[config.mk]
export PLATFORM = sky130hd
export DESIGN_NAME = ysyx_22040895_mc_ctrl
export DESIGN_NICKNAME = d
export VERILOG_FILES = /design/src/rtl/ysyx_22040895_mc_ctrl_pkg.sv /design/src/rtl/ysyx_22040895_wdt.sv /design/src/rtl/ysyx_22040895_mc_ctrl.sv
export SDC_FILE = /design/constraint.sdc
export NUM_CORES = 1
export LEC_CHECK = 0
export BUFFER_PORTS_ARGS = -buffer_cell sky130_fd_sc_hd__buf_2
export CAP_MARGIN = 20
export CORE_MARGIN = 1
export CORE_UTILIZATION = 45
export CTS_CLUSTER_DIAMETER = 150
export DETAILED_ROUTE_END_ITERATION = 12
export GPL_TIMING_DRIVEN = 0
export PLACE_DENSITY = 0.71
export REMOVE_ABC_BUFFERS = 1
export SYNTH_ARGS = -nofsm -noshare
export SYNTH_HDL_FRONTEND = slang
export SYNTH_HIERARCHICAL = 1
export SYNTH_SLANG_ARGS = --single-unit
[constraint.sdc]
create_clock -name clk -period 4.3 [get_ports clk]
set_input_delay 0.43 -clock clk [delete_from_list [all_inputs] [get_ports clk]]
set_output_delay 0.43 -clock clk [all_outputs]
set_load 0.005 [all_outputs]
[src/rtl/ysyx_22040895_mc_ctrl_pkg.sv]
// Shared definitions for the multi-cycle sequencer: FSM state encodings,
// RV64 opcode constants (plus the custom ecall/mret opcodes) and the
// instruction-class decoder used in DECODE.
package ysyx_22040895_mc_ctrl_pkg;

  // Encodings are visible on state_o for difftest, so values are fixed.
  typedef enum logic [2:0] {
    StIdle   = 3'd0,
    StFetch  = 3'd1,
    StDecode = 3'd2,
    StExec   = 3'd3,
    StMem    = 3'd4,
    StWb     = 3'd5,
    StError  = 3'd6
  } state_e;

  localparam logic [6:0] OpLoad   = 7'b0000011;
  localparam logic [6:0] OpStore  = 7'b0100011;
  localparam logic [6:0] OpBranch = 7'b1100011;
  localparam logic [6:0] OpOp     = 7'b0110011;
  localparam logic [6:0] OpOp32   = 7'b0111011;
  localparam logic [6:0] OpSystem = 7'b1110011;
  localparam logic [6:0] OpFence  = 7'b0001111;
  localparam logic [6:0] OpEcall  = 7'h7F;
  localparam logic [6:0] OpMret   = 7'h7E;
  localparam logic [6:0] MFunc7   = 7'b0000001;

  typedef enum logic [3:0] {
    ClsAlu,
    ClsMul,
    ClsLoad,
    ClsStore,
    ClsBranch,
    ClsSystem,
    ClsEcall,
    ClsMret,
    ClsFence
  } cls_e;

  // Anything unrecognised falls into the ALU class.
  function automatic cls_e classify(input logic [6:0] opcode, input logic [6:0] func7);
    cls_e cls;
    cls = ClsAlu;
    case (opcode)
      OpOp, OpOp32: if (func7 == MFunc7) cls = ClsMul;
      OpLoad:       cls = ClsLoad;
      OpStore:      cls = ClsStore;
      OpBranch:     cls = ClsBranch;
      OpSystem:     cls = ClsSystem;
      OpFence:      cls = ClsFence;
      OpEcall:      cls = ClsEcall;
      OpMret:       cls = ClsMret;
      default:      cls = ClsAlu;
    endcase
    return cls;
  endfunction

endpackage

[src/rtl/ysyx_22040895_wdt.sv]
// Bus-hang watchdog counter.
//   clk, rst   : core clock, synchronous active-high reset
//   clear_i    : restart the count (state change)
//   count_en_i : a waiting cycle is being spent
//   expired_o  : this waiting cycle brings the count to all-ones
module ysyx_22040895_wdt #(
  parameter int unsigned TIMEOUT_W = 8
) (
  input  logic clk,
  input  logic rst,
  input  logic clear_i,
  input  logic count_en_i,
  output logic expired_o
);

  // The count reaches all-ones at the edge ending the (2^W-1)-th wait cycle.
  localparam logic [TIMEOUT_W-1:0] LastWait = ~(TIMEOUT_W'(1));

  logic [TIMEOUT_W-1:0] r_cnt;

  always_ff @(posedge clk) begin
    if (rst || clear_i) begin
      r_cnt <= '0;
    end else if (count_en_i) begin
      r_cnt <= r_cnt + TIMEOUT_W'(1);
    end
  end

  assign expired_o = count_en_i && (r_cnt == LastWait);

endmodule

[src/rtl/ysyx_22040895_mc_ctrl.sv]
// Multi-cycle NPC sequencer: FETCH -> DECODE -> EXEC -> [MEM] -> WB.
//   clk, rst        : core clock, synchronous active-high reset
//   opcode_i/func7_i: IDU fields, classified during DECODE
//   ifu_rvalid_i, exu_done_i, lsu_ready_i : unit handshakes
//   ifu_req_o, inst_we_o, exu_start_o, lsu_req_o, lsu_we_o : unit controls
//   rf_we_o, csr_we_o, pc_we_o, trap_o : WB-only write enables / redirect
//   err_o, state_o, instret_o : hang flag, debug state, retired count
module ysyx_22040895_mc_ctrl
  import ysyx_22040895_mc_ctrl_pkg::*;
#(
  parameter int unsigned TIMEOUT_W = 8,
  parameter int unsigned INSTRET_W = 64
) (
  input  logic                 clk,
  input  logic                 rst,
  input  logic [6:0]           opcode_i,
  input  logic [6:0]           func7_i,
  input  logic                 ifu_rvalid_i,
  input  logic                 exu_done_i,
  input  logic                 lsu_ready_i,
  output logic                 ifu_req_o,
  output logic                 inst_we_o,
  output logic                 exu_start_o,
  output logic                 lsu_req_o,
  output logic                 lsu_we_o,
  output logic                 rf_we_o,
  output logic                 csr_we_o,
  output logic                 pc_we_o,
  output logic                 trap_o,
  output logic                 err_o,
  output logic [2:0]           state_o,
  output logic [INSTRET_W-1:0] instret_o
);

  state_e               r_state, w_state_next;
  cls_e                 r_cls;
  logic                 r_exec_wait;  // past the first cycle of a multi-cycle EXEC
  logic [INSTRET_W-1:0] r_instret;
  logic                 w_wdt_en, w_wdt_clear, w_wdt_expired;

  assign w_wdt_en = (r_state == StFetch) || (r_state == StMem) ||
                    ((r_state == StExec) && (r_cls == ClsMul));
  assign w_wdt_clear = (w_state_next != r_state);

  ysyx_22040895_wdt #(
    .TIMEOUT_W (TIMEOUT_W)
  ) u_wdt (
    .clk        (clk),
    .rst        (rst),
    .clear_i    (w_wdt_clear),
    .count_en_i (w_wdt_en),
    .expired_o  (w_wdt_expired)
  );

  // Handshakes are tested before the watchdog so a coinciding one wins.
  always_comb begin
    w_state_next = r_state;
    case (r_state)
      StIdle:   w_state_next = StFetch;
      StFetch: begin
        if (ifu_rvalid_i)       w_state_next = StDecode;
        else if (w_wdt_expired) w_state_next = StError;
      end
      StDecode: w_state_next = StExec;
      StExec: begin
        if (r_cls == ClsMul) begin
          if (exu_done_i)         w_state_next = StWb;
          else if (w_wdt_expired) w_state_next = StError;
        end else if ((r_cls == ClsLoad) || (r_cls == ClsStore)) begin
          w_state_next = StMem;
        end else begin
          w_state_next = StWb;
        end
      end
      StMem: begin
        if (lsu_ready_i)        w_state_next = StWb;
        else if (w_wdt_expired) w_state_next = StError;
      end
      StWb:     w_state_next = StFetch;
      StError:  w_state_next = StError;
      default:  w_state_next = StIdle;
    endcase
  end

  always_ff @(posedge clk) begin
    if (rst) begin
      r_state     <= StIdle;
      r_cls       <= ClsAlu;
      r_exec_wait <= 1'b0;
      r_instret   <= '0;
    end else begin
      r_state     <= w_state_next;
      r_exec_wait <= (r_state == StExec) && (w_state_next == StExec);
      if (r_state == StDecode) r_cls <= classify(opcode_i, func7_i);
      if (r_state == StWb) r_instret <= r_instret + INSTRET_W'(1);
    end
  end

  // Every output is forced low while rst is high, so a WB state caught by
  // reset cannot fire a write enable.
  always_comb begin
    ifu_req_o   = 1'b0;
    inst_we_o   = 1'b0;
    exu_start_o = 1'b0;
    lsu_req_o   = 1'b0;
    lsu_we_o    = 1'b0;
    rf_we_o     = 1'b0;
    csr_we_o    = 1'b0;
    pc_we_o     = 1'b0;
    trap_o      = 1'b0;
    err_o       = 1'b0;
    state_o     = 3'd0;
    instret_o   = '0;
    if (!rst) begin
      case (r_state)
        StFetch: begin
          ifu_req_o = 1'b1;
          inst_we_o = ifu_rvalid_i;
        end
        StExec: exu_start_o = !r_exec_wait;
        StMem: begin
          lsu_req_o = 1'b1;
          lsu_we_o  = (r_cls == ClsStore);
        end
        StWb: begin
          pc_we_o  = 1'b1;
          rf_we_o  = !(r_cls inside {ClsBranch, ClsStore, ClsEcall, ClsMret, ClsFence});
          csr_we_o = (r_cls == ClsSystem) || (r_cls == ClsEcall);
          trap_o   = (r_cls == ClsEcall) || (r_cls == ClsMret);
        end
        default: ;
      endcase
      err_o     = (r_state == StError);
      state_o   = r_state;
      instret_o = r_instret;
    end
  end

endmodule

==> impl_metrics.tcl <==
set metrics [dict create \
    status "complete, no violations" \
    die_y_um 102 \
    p_leak_nw 1.97 \
    fin_nets 687 \
    rrSetupSlack_ns 0.70 \
    hold_viol 0 \
    yosysMostFrequentCell "nor2_1" \
    drt-total-wl_mm 10.2 \
    ys_ff_latch 80 \
    start_kind "flop" \
    startpoint "r_cls[1]$_SDFFE_PP0P_" \
    crit_required_ns 4.49 \
    routed_via_density 5.44 \
    place.gp.congestion 0.878 \
    grt_max_degree 79 \
    cts_buffers 9 \
    r2r_cells 11 \
    grt_setup_unrepaired "false" \
    ant_nets 0 \
    path_clk_slew_ns 0.08 \
    netlist_top_cells_area "dfxtp_1, nor2b_1, nor2_1" \
    yosysSeqAreaShare 0.359 \
    fin_crit_ns 3.60 \
    area_delta_synth_final_pct 17.9 \
    crit_arrival_ns 3.78 \
    worstReg2RegStart "r_cls[1]$_SDFFE_PP0P_" \
    grt_usage 0.206 \
    finClkSkew_ns 0.0197 \
    cts_max_path_buffers 2 \
    finish.utilization 0.559 \
    cts_tree "built" \
    syn_area_um2 4470 \
    yosys-top-cells-count "nor2_1, dfxtp_1, nor2b_1, a21oi_1, nand4_1" \
    setup_viol 0 \
    cts_setup_buffers 0 \
    cp_max_fo 8 \
    tightest_slew_ns 0.982 \
    clock_latency_ns 0.36 \
    dp_cells 783 \
    drive_gt1_frac 0.187 \
    drc 0 \
    routedWlPerCell_um 12.8 \
    first_pass_iters 4 \
    r2r_end "u_wdt/r_cnt[1]$_SDFFE_PP0P_" \
    fp.dieW_um 102 \
    total_power_mw 1.46 \
    diodes 0 \
    synth-main-ff-cell "dfxtp_1" \
    synth_cell_types 49 \
    crit_type "reg2reg" \
    synth_top_cell_by_area "dfxtp_1" \
    syn_inst 583 \
    core_area_um2 9420 \
    antenna_found_initial 0 \
    min_path_type "in2reg" \
    place_hpwl_mm 7.37 \
    h-tree-depth 3 \
    start_util 0.474 \
    grt_pass1_wl_mm 17.3 \
    cts.repair.resized 0 \
    endpoint "u_wdt/r_cnt[1]$_SDFFE_PP0P_" \
    synth_top_cell_area_share 0.359 \
    synth_edf_count 0 \
    clock.fmax_mhz 278 \
    cts_root_buf "clkbuf_8" \
    power_density_nw_per_um2 278 \
    finalCritPeriodShare 0.837 \
    slew_headroom 0.339 \
    port-buffer-count 95 \
    grt-ovfl-total 0 \
    synthArstFlopShare 0 \
    cp-end-kind "flop" \
    stdcell_area_um2 5270 \
    postPlaceCellArea_um2 5040 \
    instances_no_fill 799 \
    dr_total_vias 4346 \
    syn_area_per_cell_um2 7.66 \
    max_cap_violations 0 \
    drv_slew 0 \
    die_area_um2 10300 \
    ys.warnings.count 6 \
    num_rows 35 \
    setup-tns-final_ns 0 \
    drt_iter0_markers 218 \
    ir_drop_v 0.000142 \
    cts_sinks 80 \
    ioPinCount 96 \
    cts_hold_buf 0 \
    grt_pass1_vias 3828 \
]
through the flow:
step           setup slack [ns]  hold WS, ns
2_1_floorplan             0.750        0.448
3_3_place_gp             -0.703        0.464
4_1_cts                   0.830        0.420
6_report                  0.701        0.430
3_5_place_dp              0.844        0.475
5_1_grt                   0.514        0.445
critical path, stage by stage (launching register included):
cell	delay, ns
dfxtp_1	0.39
or4b_2	0.76
o21ai_0	0.81
nand4_1	0.16
nor2_1	0.39
nor2_1	0.12
nor2_1	0.15
a21oi_1	0.06
a21oi_1	0.17
a311o_1	0.15
or2_2	0.20
a211oi_1	0.08
cells in the final DEF (no fill, tap or decap), types with 3 or more instances in the layout:
cell	synthesis	routed
nand3_1	25	25
o31ai_1	3	3
o21ai_0	32	32
xor2_1	26	26
nand2_1	31	31
buf_2	1	94
nand2b_1	4	4
nor2_1	82	82
or4_1	6	6
and3_1	7	7
and4_1	3	3
ha_1	3	3
nor3_1	15	15
nor2b_1	53	53
a21oi_1	37	37
nor4_1	12	11
nand4_1	37	37
nand3b_1	4	4
and2_1	5	5
xnor2_1	18	18
clkbuf_8	0	9
inv_1	19	19
buf_4	1	3
or3_1	29	29
dfxtp_1	80	80
routing by layer:
metal / GRT usage / up-vias / share of wire
met1: 0.261 / 2012 / 0.46
met4: 0.0658 / 0 / 0.011
met3: 0.0352 / 11 / 0.051
li1: - / 2210 / -
met5: 0 / - / 0
met2: 0.355 / 113 / 0.48
kinds of logic (layout without fill, tap and decap cells):
kind of cell	after synthesis	after routing	share of synthesized area
DFF	80	80	0.359
and+or+nand+nor	326	326	0.401
muxes	1	1	0.00252
AOI/OAI and AO/OA	83	83	0.103
xor gates and xnor gates	44	44	0.0863
buffers and inverters	46	133	0.0398
adders and majority gates	3	3	0.00841
area by class of cell:
class | instances | area [um^2]
inverter | 19 | 71.3
sequential | 80 | 1600
clock buffer | 9 | 124
multi-input combinational | 457 | 2690
tap | 129 | 161
timing repair buffer | 98 | 513
clock inverter | 7 | 103
fill | 919 | 4150
where the power goes:
| part | total [mW] | internal [mW] | switching [mW] |
|---|---|---|---|
| Clock | 0.632 | 0.333 | 0.299 |
| Combinational | 0.0758 | 0.0286 | 0.0473 |
| Sequential | 0.757 | 0.745 | 0.0121 |
| Total | 1.46 | 1.11 | 0.358 |
registers in the layout, indices dropped and copies added (netlist names):
register / count
r_cls: 4
r_exec_wait: 1
r_instret: 64
r_state: 3
u_wdt/r_cnt: 8
worst min-delay path by stage:
stage | startpoint | end | slack [ns] | depth (start not counted)
floorplan | r_instret[63]$_SDFFE_PP0N_ | r_instret[63]$_SDFFE_PP0N_ | 0.45 | 2
CTS | exu_done_i | r_exec_wait$_SDFF_PP0_ | 0.42 | 3
detailed placement | r_instret[63]$_SDFFE_PP0N_ | r_instret[63]$_SDFFE_PP0N_ | 0.48 | 2
global route | exu_done_i | r_exec_wait$_SDFF_PP0_ | 0.44 | 3
global placement | r_instret[63]$_SDFFE_PP0N_ | r_instret[63]$_SDFFE_PP0N_ | 0.46 | 2
finish | exu_done_i | r_exec_wait$_SDFF_PP0_ | 0.43 | 3
(Power assumes the default switching activity.)
